[src/rtl/inst_bus_pkg.sv]
// Shared types and constants for the instruction-side Wishbone fetch interface.
package inst_bus_pkg;

  typedef enum logic [1:0] {
    IDLE       = 2'd0,
    BUSY       = 2'd1,
    WAIT_STALL = 2'd2
  } bus_state_e;

  localparam logic [31:0] NOP_INST   = 32'h0;
  localparam logic [3:0]  WB_SEL_ALL = 4'hF;

endpackage

[src/rtl/bus_timeout_cnt.sv]
// Counts BUSY cycles without ack; expire flags the last allowed cycle.
module bus_timeout_cnt #(
  parameter int TIMEOUT_CYCLES = 16
) (
  input  logic clk,
  input  logic rst,
  input  logic clear,
  input  logic en,
  output logic expire
);

  if (TIMEOUT_CYCLES == 0) begin : g_off
    logic unused_ctl;
    assign unused_ctl = clk ^ rst ^ clear ^ en;
    assign expire     = 1'b0;
  end else begin : g_on
    localparam int CW = (TIMEOUT_CYCLES > 1) ? $clog2(TIMEOUT_CYCLES) : 1;
    logic [CW-1:0] cnt;

    always_ff @(posedge clk or negedge rst) begin
      if (!rst)       cnt <= '0;
      else if (clear) cnt <= '0;
      else if (en)    cnt <= cnt + CW'(1);
    end

    // Expire in the cycle that would be the TIMEOUT_CYCLES-th wait.
    assign expire = (cnt == CW'(TIMEOUT_CYCLES - 1));
  end

endmodule

[src/rtl/inst_bus_if.sv]
// Converts the core's rom_ce/rom_addr fetch into single-beat read-only
// Wishbone cycles, with stall request, stall-hold of fetched data and timeout.
module inst_bus_if
  import inst_bus_pkg::*;
#(
  parameter int TIMEOUT_CYCLES = 16
) (
  input  logic        clk,
  input  logic        rst,
  input  logic        cpu_ce_i,
  input  logic [31:0] cpu_addr_i,
  output logic [31:0] cpu_data_o,
  input  logic        stall_i,
  input  logic        flush_i,
  output logic        stallreq_o,
  output logic        err_o,
  output logic [31:0] wb_adr_o,
  input  logic [31:0] wb_dat_i,
  input  logic        wb_ack_i,
  output logic        wb_cyc_o,
  output logic        wb_stb_o,
  output logic        wb_we_o,
  output logic [3:0]  wb_sel_o
);

  bus_state_e  state, state_nxt;
  logic [31:0] hold;
  logic        expire;
  logic        launch, kill, take, abort, cnt_en;

  assign launch = (state == IDLE) & cpu_ce_i & ~flush_i;
  // Flush or a withdrawn fetch enable cancels the transfer, beating ack and timeout.
  assign kill   = flush_i | ~cpu_ce_i;
  assign take   = (state == BUSY) & ~kill & wb_ack_i;
  assign abort  = (state == BUSY) & ~kill & ~wb_ack_i & expire;
  assign cnt_en = (state == BUSY) & ~wb_ack_i;

  bus_timeout_cnt #(.TIMEOUT_CYCLES(TIMEOUT_CYCLES)) u_tmo (
    .clk    (clk),
    .rst    (rst),
    .clear  (launch),
    .en     (cnt_en),
    .expire (expire)
  );

  always_ff @(posedge clk or negedge rst) begin
    if (!rst) state <= IDLE;
    else      state <= state_nxt;
  end

  always_comb begin
    state_nxt = state;
    case (state)
      IDLE:       if (launch) state_nxt = BUSY;
      BUSY: begin
        if (kill || abort) state_nxt = IDLE;
        else if (wb_ack_i) state_nxt = stall_i ? WAIT_STALL : IDLE;
      end
      WAIT_STALL: if (!stall_i || flush_i) state_nxt = IDLE;
      default:    state_nxt = IDLE;
    endcase
  end

  always_comb begin
    cpu_data_o = NOP_INST;
    stallreq_o = 1'b0;
    case (state)
      IDLE:       stallreq_o = rst & cpu_ce_i & ~flush_i;
      BUSY: begin
        if (take)                cpu_data_o = wb_dat_i;
        else if (!kill && !abort) stallreq_o = 1'b1;
      end
      WAIT_STALL: cpu_data_o = hold;
      default:    cpu_data_o = NOP_INST;
    endcase
  end

  always_ff @(posedge clk or negedge rst) begin
    if (!rst) begin
      wb_adr_o <= '0;
      wb_cyc_o <= 1'b0;
      wb_stb_o <= 1'b0;
      hold     <= '0;
      err_o    <= 1'b0;
    end else begin
      wb_cyc_o <= (state_nxt == BUSY);
      wb_stb_o <= (state_nxt == BUSY);
      err_o    <= abort;
      if (launch) wb_adr_o <= cpu_addr_i;
      if (take)   hold     <= wb_dat_i;
    end
  end

  assign wb_we_o  = 1'b0;
  assign wb_sel_o = WB_SEL_ALL;

endmodule

[config.mk]
export PLATFORM = sky130hd
export DESIGN_NAME = inst_bus_if
export DESIGN_NICKNAME = d
export VERILOG_FILES = /design/src/rtl/inst_bus_pkg.sv /design/src/rtl/bus_timeout_cnt.sv /design/src/rtl/inst_bus_if.sv
export SDC_FILE = /design/constraint.sdc
export NUM_CORES = 1
export LEC_CHECK = 0
export CORE_MARGIN = 5
export CORE_UTILIZATION = 25
export CTS_CLUSTER_DIAMETER = 120
export DETAILED_ROUTE_END_ITERATION = 8
export PLACE_DENSITY = 0.58
export SYNTH_ARGS = -nofsm -noshare
export SYNTH_HDL_FRONTEND = slang
export SYNTH_HIERARCHICAL = 1
export SYNTH_SLANG_ARGS = --single-unit
[constraint.sdc]
create_clock -name clk -period 1.7 [get_ports clk]
set_input_delay 0.34 -clock clk [delete_from_list [all_inputs] [get_ports clk]]
set_output_delay 0.34 -clock clk [all_outputs]
set_load 0.01 [all_outputs]
# Word level (Yosys, flattened, before mapping)
# Cells that the tools add are included.
[totals]
romBits = 0
input_bits = 70
wordCells = 46
ramBits = 0
latch_bits = 0
register_bits = 72
out_inout_bits = 73
mem_count = 0
[op_classes]
bitwise = 14
n_div = 0
mux = 13
order_cmp = 0
reduce_logical = 8
mul = 0
add_sub_neg = 1
n_eq_ne = 4
shifts = 0
[ops]
columns = ["cell", "count"]
rows = [
  ["32-bit case mux with 2 select lines", 1],
  ["32-bit 2-to-1 mux", 1],
  ["2-bit 2-to-1 mux", 5],
  ["1-bit AND", 9],
  ["4-bit 2-to-1 mux", 2],
  ["2-bit case mux with 3 select lines", 1],
  ["4-bit by 1-bit adder with 4-bit output, second input constant", 1],
  ["2-bit by 1-bit == test with 1-bit output, second input constant", 2],
  ["4-bit == test, second input constant", 1],
  ["1-bit inverter", 4],
  ["1-bit zero test", 3],
  ["2-bit == test, second input constant", 1],
  ["2-bit zero test", 1],
  ["1-bit logical OR", 2],
  ["1-bit 2-to-1 mux", 2],
  ["1-bit case mux with 2 select lines", 1],
  ["2-bit nonzero test", 1],
  ["1-bit logical AND", 1],
  ["1-bit OR", 1],
]

# Depth between registers and ports, before layout
# Gate-level depths: netlist of run 1.
[logic_depth]
ltp_word = 11
ltp_mapped = 7
depth_no_buf = 6

# By module
# Netlist of run 1, hierarchy kept.
[by_module_without_submodules]
columns = ["mod", "cells_each", "n_inst", "area_each_um2"]
rows = [
  ["inst_bus_if", 310, 1, 3141.8],
  ["bus_timeout_cnt", 17, 1, 198.9],
]

# Least setup slack after synthesis of run 1
# OpenSTA, ideal clock, no wires.
[synth_path]
path_kind = "register -> output"
from = "reg state[0]"
to = "out cpu_data_o[31]"
required_time_ps = 1360
n_path_buf = 2
path_slack_ps = -68
path_stages_with_launch = 7
t_arrival_ps = 1428
cell_sequence = "dfrtp_1 inv_1 ha_1 clkbuf_1 clkbuf_1 nand2_1 a21boi_0"
[synth_via]
elab_chain_len = 5
[synth_lines]
columns = ["element", "line", "rtl"]
rows = [
  ["start, declared", "inst_bus_if.sv:26", "bus_state_e state, state_nxt;"],
  ["start signal, assigned", "inst_bus_if.sv:48", "else state <= state_nxt;"],
  ["2-bit by 1-bit == test with 1-bit output", "inst_bus_if.sv:34, inst_bus_if.sv:67", ""],
  ["1-bit AND (2 in series)", "inst_bus_if.sv:34", "assign take = (state == BUSY) & ~kill & wb_ack_i;"],
  ["32-bit 2-to-1 mux", "inst_bus_if.sv:70", "if (take) cpu_data_o = wb_dat_i;"],
  ["32-bit case mux with 2 select lines *", "inst_bus_if.sv:67", "case (state)"],
  ["end, declared", "inst_bus_if.sv:12", "output logic [31:0] cpu_data_o,"],
]
# Every way passes the cells marked *; elsewhere a longest branch is shown, timed or not.

# Worst setup path after layout of run 1
[layout_path]
from = "reg state[1]"
to = "out cpu_data_o[11]"
# Same word-level chain as after synthesis.

==> metrics, run 1 <==
Final Setup Violations 35; CP required around 1.4 ns; Max Slew Vio Count 0; clock power share between 20 and 25%; CTS Buffer Depth 2; number of global-route vias before repair 3215; Seq pwr share 36.6%; Final #Nets a little over 600; r2r endpoint wb_stb_o; CTS tree done; Comb power frac between 30% and 40%; Max VDD drop 813.8 uV; post-DR wirelength/cell 15.15 um; filler cell count 1270; compound-gate portion of the synthesized area under 10%; area of the die 15770 um2; clk root buf clkbuf_16; WL final 10770 um; DR vias 2962; r2r setup slk -0.11 ns; post-DP HPWL 7063 um; min Tclk post-route between 2 and 2.5 ns; Worst path slowest cell dfrtp_1; hold buffers post-CTS 0; Ant. Diodes 0; Max Fclk 0.4708 GHz; status finished, violations left; clk_skew 0.004918 ns; Placed Area 5177 um2; relative slew slack 38.62%; Synth Area in Simple Gates 17.72%; setup tns final -12.62 ns; Worst Setup Slack, final -0.4242 ns; pre-CTS WS -0.9097 ns; antenna violations before repair 0; share of layout cells above drive strength 1 42.24%; P_int 5.435 mW; WP data arrival 1.78 ns; Power, Total 7.746 mW; final hold violations 0; row cnt 42; drt first pass iters 4; final cell utilization of the core 45.29%; Worst setup EP type output pin; number of synthesized register bits 72; Tightest Pin Transition 0.9208 ns; Post-Syn Area 3341 um2; IO Port Bufs about 140; RePlAce Congestion 0.7126; clk slew on worst S/H paths roughly 0.060 ns; crit path cell chain inv_2 > ha_4 > and3_4 > buf_12 > clkbuf_16 > nand2_2 > a21boi_1 > buf_2; critical path class flop to output pin; H-tree levels 3; synthesized area per cell 10.22 um2; finished layout cell area approximately 6000 um2; first-pass GRT wire length about 17000 um; XOR/XNOR share of the synthesized area 0.2622%; initial core utilization 25.33%; I/O pins roughly 140; area share of fa/ha/maj cells after synthesis 1.873%; Lkg Pwr between 2 and 3 nW; clock sink count 72; Ys Warns 6; Psw 2.310 mW; setup repair after global routing missed its margin true; power per cell area 1297 nW/um2; CP Launch Type flop; Die H between 100 and 150 um; Synth cell types 34; die width 125.6 um; CP top delay family buffers and inverters; Final Cycle Share 125.0%; DRC viols 0; Starting DRT DRC Count ~110; r2r worst-path depth 9; Worst path max stage delay ~0.4 ns; largest net degree at the start of global routing 73; post-synth top area share between 50% and 60%; sequential area share after synthesis 53.93%; post-synthesis mux area share around an eighth; clock latency on the worst-skew pair 0.34 ns; r2r startpoint state[1]; Yosys top cell by area dfrtp_1; vias per cell between 4 and 5; P&R area growth vs syn 78.80%; max-cap violation count 0; Sw Share roughly 30%; Overflow after GRT 0; largest family of logic cells by synthesized area simple AND/OR/NAND/NOR gates; antenna viol nets, final 0; WP buf/inv 4; failing checks negative setup slack; Core ar. 13190 um2; Crit Path Max Fanout 4; post-route insts no fill 711; Mapped Cells 327; Min-Delay Path Class input port to async pin; Tot GR Track Use 13.34%; CTS Buf Count 9; Post-Place Cells 671; worst hold slack between 0.2 and 0.3 ns; Synth area leaders dfrtp_1 (54%), nand2_1 (14%), mux2_2 (10%)
[layer usage]
| layer | track usage, % | wire (um) | share of wire [%] |
|---|---|---|---|
| met1 | 15.78 | 4512 | 42 |
| met2 | 22.97 | 5594 | 52 |
| met3 | 4.947 | 569 | 5.3 |
| met4 | 3.253 | 94 | 0.87 |
| met5 | 0 | 0 | 0 |
[registers in the layout (all words and copies together), names as in the netlist]
signal	flops
u_tmo/g_on.cnt	4
err_o	1
wb_adr_o	32
hold	32
wb_stb_o	1
state	2
[kinds of logic (layout without fill, tap and decap cells)]
family	Yosys count	after routing
AND/OR/NAND/NOR	146	146
flip-flops	72	72
AO/OA/AOI/OAI	40	40
multiplexers	35	35
buffers and inverters	26	231
adder cells (fa/ha/maj)	5	5
other	2	5
XOR/XNOR	1	1
[cells in the mapped netlist]
master and number:
a21bo_2 1, a21boi_0 2, a21boi_1 30, a21o_1 1, a21oi_1 3, and3_1 2
and3b_1 1, buf_2 1, buf_4 7, buf_6 6, clkbuf_1 9, conb_1 2
dfrtp_1 72, ha_1 5, inv_1 2, inv_2 1, mux2_1 1, mux2_2 31
mux2_4 1, mux2i_1 2, nand2_1 129, nand2b_1 1, nand3_1 1, nand3b_1 2
nand4_1 1, nor2_1 4, nor2b_1 2, nor2b_2 1, nor3_1 1, nor3b_2 1
o311a_1 1, o31a_1 1, o32a_2 1, xnor2_1 1
[timing repair]
| item | 4_1_cts | 5_1_grt |
|---|---|---|
| buffers inserted | 10 | 12 |
| pin swaps | 21 | 31 |
| gates resized for setup | 199 | 46 |
| gates cloned | 4 | 2 |
| setup endpoints to repair | 66 | 67 |
[cell usage in the layout, fill, tap and decap left out, types with 2 or more instances in the layout]
master           count
a21boi_1             7
a21boi_2            25
a21oi_1              2
buf_12               7
buf_2               33
buf_4               61
buf_6                4
buf_8                2
clkbuf_1             2
clkbuf_16           11
clkdlybuf4s50_1    101
conb_1               5
dfrtp_1             72
dlygate4sd2_1        2
ha_1                 2
ha_4                 3
inv_2                3
mux2_2              31
mux2i_1              2
nand2_1             97
nand2_2             13
nand2_4             19
nand3b_1             2
nor2_1               4
nor2b_1              2
[power by group through the flow]
| stage | registers (mW) | clock network [mW] | logic (mW) |
|---|---|---|---|
| 4_1_cts | 2.84 | 1.94 | 2.97 |
| 3_5_place_dp | 2.86 | 0 | 2.77 |
| 3_3_place_gp | 2.82 | 0 | 2.71 |
| 6_report | 2.83 | 1.87 | 3.05 |
| 5_1_grt | 2.93 | 2.01 | 3.31 |
| 2_1_floorplan | 2.98 | 0 | 1.13 |
[final cells by class]
cell class | instances | area, um2 | area share [%]
clock inverter | 3 | 42.54 | 0.7122
clock buffer | 12 | 246.5 | 4.127
inverter | 3 | 11.26 | 0.1885
multi-input combinational | 232 | 1707 | 28.57
tap | 176 | 220.2 | 3.687
timing repair buffer | 213 | 1944 | 32.55
sequential | 72 | 1802 | 30.16
[worst max path at each step]
stage              from        endpoint  slack, ns  cells past startpoint
2_1_floorplan  state[0]  cpu_data_o[10]     0.0004                      6
3_3_place_gp   cpu_ce_i   cpu_data_o[0]      -0.88                      7
3_5_place_dp   cpu_ce_i   cpu_data_o[0]      -0.91                      7
4_1_cts        state[1]  cpu_data_o[12]      -0.46                      8
5_1_grt        state[1]  cpu_data_o[17]      -0.52                      8
6_report       state[1]  cpu_data_o[11]      -0.42                      8
No activity file was read; power rests on OpenSTA's default activity.
==> run 2, diff against run 1 <==
--- a/config.mk
+++ b/config.mk
@@ -5,11 +5,13 @@
 export SDC_FILE = /design/constraint.sdc
 export NUM_CORES = 1
 export LEC_CHECK = 0
+export CELL_PAD_IN_SITES_DETAIL_PLACEMENT = 1
+export CELL_PAD_IN_SITES_GLOBAL_PLACEMENT = 2
 export CORE_MARGIN = 5
 export CORE_UTILIZATION = 25
 export CTS_CLUSTER_DIAMETER = 120
 export DETAILED_ROUTE_END_ITERATION = 8
-export PLACE_DENSITY = 0.58
+export PLACE_DENSITY = 0.86
 export SYNTH_ARGS = -nofsm -noshare
 export SYNTH_HDL_FRONTEND = slang
 export SYNTH_HIERARCHICAL = 1
==> constraint.sdc (replaced) <==
create_clock -name clk -period 2.6 [get_ports clk]
set_input_delay 0.52 -clock clk [delete_from_list [all_inputs] [get_ports clk]]
set_output_delay 0.52 -clock clk [all_outputs]
set_load 0.01 [all_outputs]
==> run 2 against run 1 <==
  * The run now ends clean
  * Final cell count shrank 3.7%
  * Sequential share of layout area up 3.5 points
  * Combinational power fell by 44%
  * Global-route usage decreased by 0.37 points
  * Sequential power down 34%
  * Count of clock-buffer cells in the layout shrank 3
  * Critical path type is now input port to output pin
==> metrics, run 2 (synthesis gave the netlist of run 1 again) <==
Worst path max stage delay 0.47 ns (was 0.40 ns); Min-Delay Path Class input port to async pin (unchanged); I/O pins 143 (unchanged); critical path class input port to output pin (was flop to output pin); drt first pass iters 4 (unchanged); CTS Buffer Depth 2 (unchanged); antenna violations before repair 0 (unchanged); crit path cell chain clkdlybuf4s50_1 > nor2b_4 > and3_4 > buf_12 > nand2_1 > a21boi_1 > clkdlybuf4s15_2 (was inv_2 > ha_4 > and3_4 > buf_12 > clkbuf_16 > nand2_2 > a21boi_1 > buf_2); Max Fclk 0.3971 GHz; clk_skew 0.006702 ns (was 0.004918 ns); DR vias 2975 (was 2962); r2r endpoint wb_adr_o[5] (was wb_stb_o); Final Cycle Share 96.85%; CP required 2.08 ns (was 1.36 ns); antenna viol nets, final 0 (unchanged); WP data arrival 2.00 ns (was 1.78 ns); Max Slew Vio Count 0 (unchanged); CTS tree done (unchanged); max-cap violation count 0 (unchanged); Final #Nets 579 (was 606); Max VDD drop 286.1 uV (was 813.8 uV); most frequent cells in the layout nand2_1 (129), clkdlybuf4s50_1 (103), dfrtp_1 (72), buf_4 (48), mux2_2 (31) (was clkdlybuf4s50_1 (101), nand2_1 (97), dfrtp_1 (72), buf_4 (61), buf_2 (33)); Crit Path Max Fanout 16 (was 4); Tightest Pin Transition 0.5392 ns (was 0.9208 ns); Core ar. 13190 um2 (unchanged); DRC viols 0 (unchanged); post-DR wirelength/cell 14.69 um (was 15.15 um); final hold violations 0 (unchanged); row cnt 42 (unchanged); Tot GR Track Use 12.96% (was 13.34%); IO Port Bufs 137 (unchanged); Placed Area 5125 um2 (was 5177 um2); largest net degree at the start of global routing 43 (was 73); min Tclk post-route 2.518 ns; Worst path slowest cell clkdlybuf4s50_1 (was dfrtp_1); status completed (was finished, violations left); vias per cell 4.343 (was 4.166); Largest regs hold x32, wb_adr_o x32, u_tmo/g_on.cnt x4 (unchanged); power per cell area 896.0 nW/um2 (was 1297 nW/um2); r2r worst-path depth 6 (was 9); finished layout cell area 5360 um2 (was 5973 um2); setup repair after global routing missed its margin true (unchanged); worst hold slack 0.2463 ns (was 0.2693 ns); Worst setup EP type output pin (unchanged); clock latency on the worst-skew pair 0.33 ns (was 0.34 ns); number of global-route vias before repair 3270 (was 3215); clk root buf clkbuf_16 (unchanged); die width 125.6 um (unchanged); Ant. Diodes 0 (unchanged); clock sink count 72 (unchanged); clk slew on worst S/H paths 0.06 ns (about the same); Lkg Pwr 2.437 nW (was 2.815 nW); relative slew slack 64.05% (was 38.62%); Overflow after GRT 0 (unchanged); CP Launch Type input port (was flop); first-pass GRT wire length 16560 um (was 16700 um); WL final 10060 um (was 10770 um); hold buffers post-CTS 0 (unchanged); Final Setup Violations 0 (was 35); post-DP HPWL 7368 um (was 7063 um); share of layout cells above drive strength 1 27.70% (was 42.24%); r2r setup slk 0.73 ns (was -0.11 ns); commonest non-fill, non-tap cell in the layout nand2_1 (was clkdlybuf4s50_1); Starting DRT DRC Count 136 (was 112); Die H 125.6 um (unchanged); r2r startpoint state[1] (unchanged); RePlAce Congestion 0.7038 (was 0.7126); initial core utilization 25.33% (unchanged); area of the die 15770 um2 (unchanged); H-tree levels 3 (unchanged); P&R area growth vs syn 60.45% (was 78.80%); CTS Buf Count 9 (unchanged)
run 2: what timing repair did:
action | 4_1_cts | 5_1_grt
resized for setup | 63 | 54
buffers inserted | 0 | 4
pin swaps | 1 | 0
setup endpoints to repair | 33 | 32
cloned | 1 | 0
endpoints found under the hold margin | 0 | 0
run 2: cell type report:
class / count / area (um2)
fill: 1506 / 7830
sequential: 72 / 1802
timing repair buffer: 186 / 1620
multi-input combinational: 232 / 1409
clock buffer: 9 / 225.2
tap: 176 / 220.2
clock inverter: 7 / 72.57
inverter: 3 / 11.26
run 2: stage by stage:
step	instances	utilization, %	power, mW	worst slack (ns)	TNS (ns)
floorplan	330	-	2.688	0.6521	0
global placement	664	38.85	3.537	-0.3231	-9.096
detailed placement	664	38.85	3.625	-0.3154	-9.074
CTS	681	41.33	4.895	-0.01543	-0.01543
global route	685	40.64	5.113	-0.009620	-0.009620
finish	685	40.64	4.803	0.08202	0
run 2: how the worst max path moves through the flow:
stage | startpoint | end | slack, ns | cells past startpoint
floorplan | state[0] | cpu_data_o[31] | 0.65 | 6
global placement | cpu_ce_i | cpu_data_o[2] | -0.32 | 7
detailed placement | cpu_ce_i | cpu_data_o[2] | -0.32 | 7
CTS | cpu_ce_i | cpu_data_o[2] | -0.02 | 7
global route | cpu_ce_i | cpu_data_o[0] | -0.01 | 7
finish | cpu_ce_i | cpu_data_o[0] | 0.08 | 7
run 2: worst max-delay path: cells and delay by family:
family	cells	cell delay, ns
compound gates	1	0.12
simple gates	3	0.47
buf+inv	3	0.86
run 2: power by group:
| group | internal, mW | switching [mW] | leakage (nW) | total, mW |
|---|---|---|---|---|
| sequential | 1.60 | 0.253 | 0.885 | 1.86 |
| clock | 0.740 | 0.497 | 0.130 | 1.24 |
| combinational | 1.01 | 0.702 | 1.42 | 1.71 |
run 2: layer usage:
metal | GRT usage (%) | vias to the layer above | part of all wire, %
li1 | - | 1418 | -
met4 | 5.485 | 0 | 2.2
met3 | 3.966 | 15 | 6.5
met5 | 0 | - | 0
met2 | 22.03 | 109 | 48
met1 | 15.15 | 1433 | 43
==> run 3, diff against run 2 <==
--- a/config.mk
+++ b/config.mk
@@ -8,10 +8,11 @@
 export CELL_PAD_IN_SITES_DETAIL_PLACEMENT = 1
 export CELL_PAD_IN_SITES_GLOBAL_PLACEMENT = 2
 export CORE_MARGIN = 5
-export CORE_UTILIZATION = 25
+export CORE_UTILIZATION = 28
+export CTS_BUF_LIST = sky130_fd_sc_hd__clkbuf_8
 export CTS_CLUSTER_DIAMETER = 120
 export DETAILED_ROUTE_END_ITERATION = 8
-export PLACE_DENSITY = 0.86
+export PLACE_DENSITY = 0.95
 export SYNTH_ARGS = -nofsm -noshare
 export SYNTH_HDL_FRONTEND = slang
 export SYNTH_HIERARCHICAL = 1
==> run 3 against run 2 <==
  * Register-to-register slack barely moved
  * Total power fell by 2.4%
  * Sequential power barely moved
  * Worst hold slack improved by 0.19 ns
  * Clock power fell by 13%
  * Critical path depth rose by 1
  * Core utilization rose by 5.3 points
  * Sequential share of layout area rose by 0.29 points
  * Via count fell by 0.57%
  * Count of clock-buffer cells in the layout did not move
  * Critical path type unchanged
==> metrics, run 3 (synthesis gave the netlist of run 1 again) <==
finished layout cell area 5314 um2 (was 5360 um2); IO Port Bufs 137 (unchanged); Max Fclk 0.3963 GHz (was 0.3971 GHz); DRC viols 0 (unchanged); first-pass GRT wire length 17160 um (was 16560 um); vias per cell 4.544 (was 4.343); CTS Buffer Depth 2 (unchanged); most frequent cells in the layout nand2_1 (128), clkdlybuf4s50_1 (103), dfrtp_1 (72), buf_4 (43), mux2_2 (31) (was nand2_1 (129), clkdlybuf4s50_1 (103), dfrtp_1 (72), buf_4 (48), mux2_2 (31)); share of layout cells above drive strength 1 28.54% (was 27.70%); Final Cycle Share 97.05% (was 96.85%); pre-CTS WS -0.3845 ns (was -0.3154 ns); area of the die 14220 um2 (was 15770 um2); Final Setup Violations 0 (unchanged); Power, Total 4.688 mW (was 4.803 mW); drt first pass iters 4 (unchanged); antenna violations before repair 0 (unchanged); row cnt 39 (was 42); max-cap violation count 0 (unchanged); Placed Area 5076 um2 (was 5125 um2); largest net degree at the start of global routing 73 (was 43); min Tclk post-route 2.523 ns (was 2.518 ns); Worst Setup Slack, final 0.07662 ns (was 0.08202 ns); clock latency on the worst-skew pair 0.34 ns (was 0.33 ns); CP Launch Type input port (unchanged); commonest non-fill, non-tap cell in the layout nand2_1 (unchanged); clk_skew 0.005424 ns (was 0.006702 ns); I/O pins 143 (unchanged); setup repair after global routing missed its margin false (was true); Core ar. 11560 um2 (was 13190 um2); final hold violations 0 (unchanged); die width 119.2 um (was 125.6 um); CTS tree done (unchanged); Crit Path Max Fanout 8 (was 16); Max Slew Vio Count 0 (unchanged); critical path class input port to output pin (unchanged); Starting DRT DRC Count 100 (was 136); CP required 2.08 ns (about the same); clk slew on worst S/H paths 0.08 ns (was 0.06 ns); number of global-route vias before repair 3294 (was 3270); Tot GR Track Use 15.11% (was 12.96%); Overflow after GRT 0 (unchanged); Ant. Diodes 0 (unchanged); RePlAce Congestion 0.7543 (was 0.7038); post-DP HPWL 7515 um (was 7368 um); Min-Delay Path Class input port to async pin (unchanged); worst hold slack 0.4316 ns (was 0.2463 ns); Max VDD drop 329.4 uV (was 286.1 uV); antenna viol nets, final 0 (unchanged); power per cell area 882.3 nW/um2 (was 896.0 nW/um2); status completed (unchanged); relative slew slack 38.99% (was 64.05%); initial core utilization 28.89% (was 25.33%); Final #Nets 578 (was 579); filler cell count 1339 (was 1506); clk root buf clkbuf_8 (was clkbuf_16); Largest regs hold x32, wb_adr_o x32, u_tmo/g_on.cnt x4 (unchanged); Lkg Pwr 2.454 nW (was 2.437 nW); post-DR wirelength/cell 16.31 um (was 14.69 um); DR vias 2958 (was 2975); clock sink count 72 (unchanged); H-tree levels 3 (unchanged); WL final 10620 um (was 10060 um); Worst setup EP type output pin (unchanged); WP data arrival 2.00 ns (about the same); CTS Buf Count 9 (unchanged); P&R area growth vs syn 59.06% (was 60.45%); Tightest Pin Transition 0.9152 ns (was 0.5392 ns); Die H 119.2 um (was 125.6 um)
## run 3: changes by cell type in the layout (fill, tap and decap cells not counted), sizes merged
cell,previous run,this run
buf,59,73
clkbuf,30,17
clkinvlp,5,1
bufinv,1,3
clkdlybuf4s15,2,0
clkinv,1,3
## run 3: stage by stage
| stage | std cells | util [%] | setup TNS, ns |
|---|---|---|---|
| after global routing | 651 | 45.95 | 0 |
| after detailed placement | 630 | 43.89 | -9.305 |
| after global placement | 630 | 43.89 | -8.740 |
| after CTS | 650 | 46.35 | 0 |
| after floorplan | 330 | - | 0 |
| final | 651 | 45.95 | 0 |
## run 3: final timing paths
| kind | startpoint | end | slack (ns) | cells after the start |
|---|---|---|---|---|
| max | cpu_ce_i | cpu_data_o[12] | 0.08 | 8 |
| min reg2reg | hold[30] | hold[30] | 0.48 | 2 |
| min | rst | hold[3] | 0.43 | 2 |
| max reg2reg | state[0] | wb_adr_o[5] | 0.73 | 6 |
| max in group asynchronous | rst | wb_adr_o[24] | 1.60 | 2 |
| min in group clk | hold[30] | hold[30] | 0.48 | 2 |
## run 3: layer usage
layer  global-route usage, %  vias to the layer above  share of wire, %
li1                        -                     1405                 -
met1                   17.92                     1428                43
met2                   26.32                      109                49
met3                   3.839                       16               6.2
met4                   5.648                        0               2.1
met5                       0                        -                 0
## run 3: repair_timing
action                                  in CTS  in global routing
gates resized for setup                    114                 28
cloned                                       2                  1
hold buffers                                 0                  0
hold endpoints to repair                     0                  0
setup buffers                                2                  0
endpoints found under the setup margin      33                 26
pin swaps                                    1                  1
## run 3: worst max-delay path, cell delays in order
cell and delay [ns]:
clkdlybuf4s50_1 0.48, nor2b_4 0.15, and3_4 0.20, buf_6 0.14
buf_16 0.14, nand2_1 0.09, a21boi_2 0.14, buf_2 0.15
## run 3: power by group
part	switching, mW	internal (mW)	total [mW]
combinational	0.717	1.02	1.74
clock	0.441	0.639	1.08
sequential	0.269	1.60	1.87
total	1.43	3.26	4.69
## run 3: cell type report
type                       instances  area, um2  area share (%)
clock buffer                       9      123.9           2.331
tap                              143      178.9           3.367
timing repair buffer             185       1645           30.96
clock inverter                     7      120.1           2.260
sequential                        72       1802           33.91
multi-input combinational        232       1433           26.96
inverter                           3      11.26          0.2119
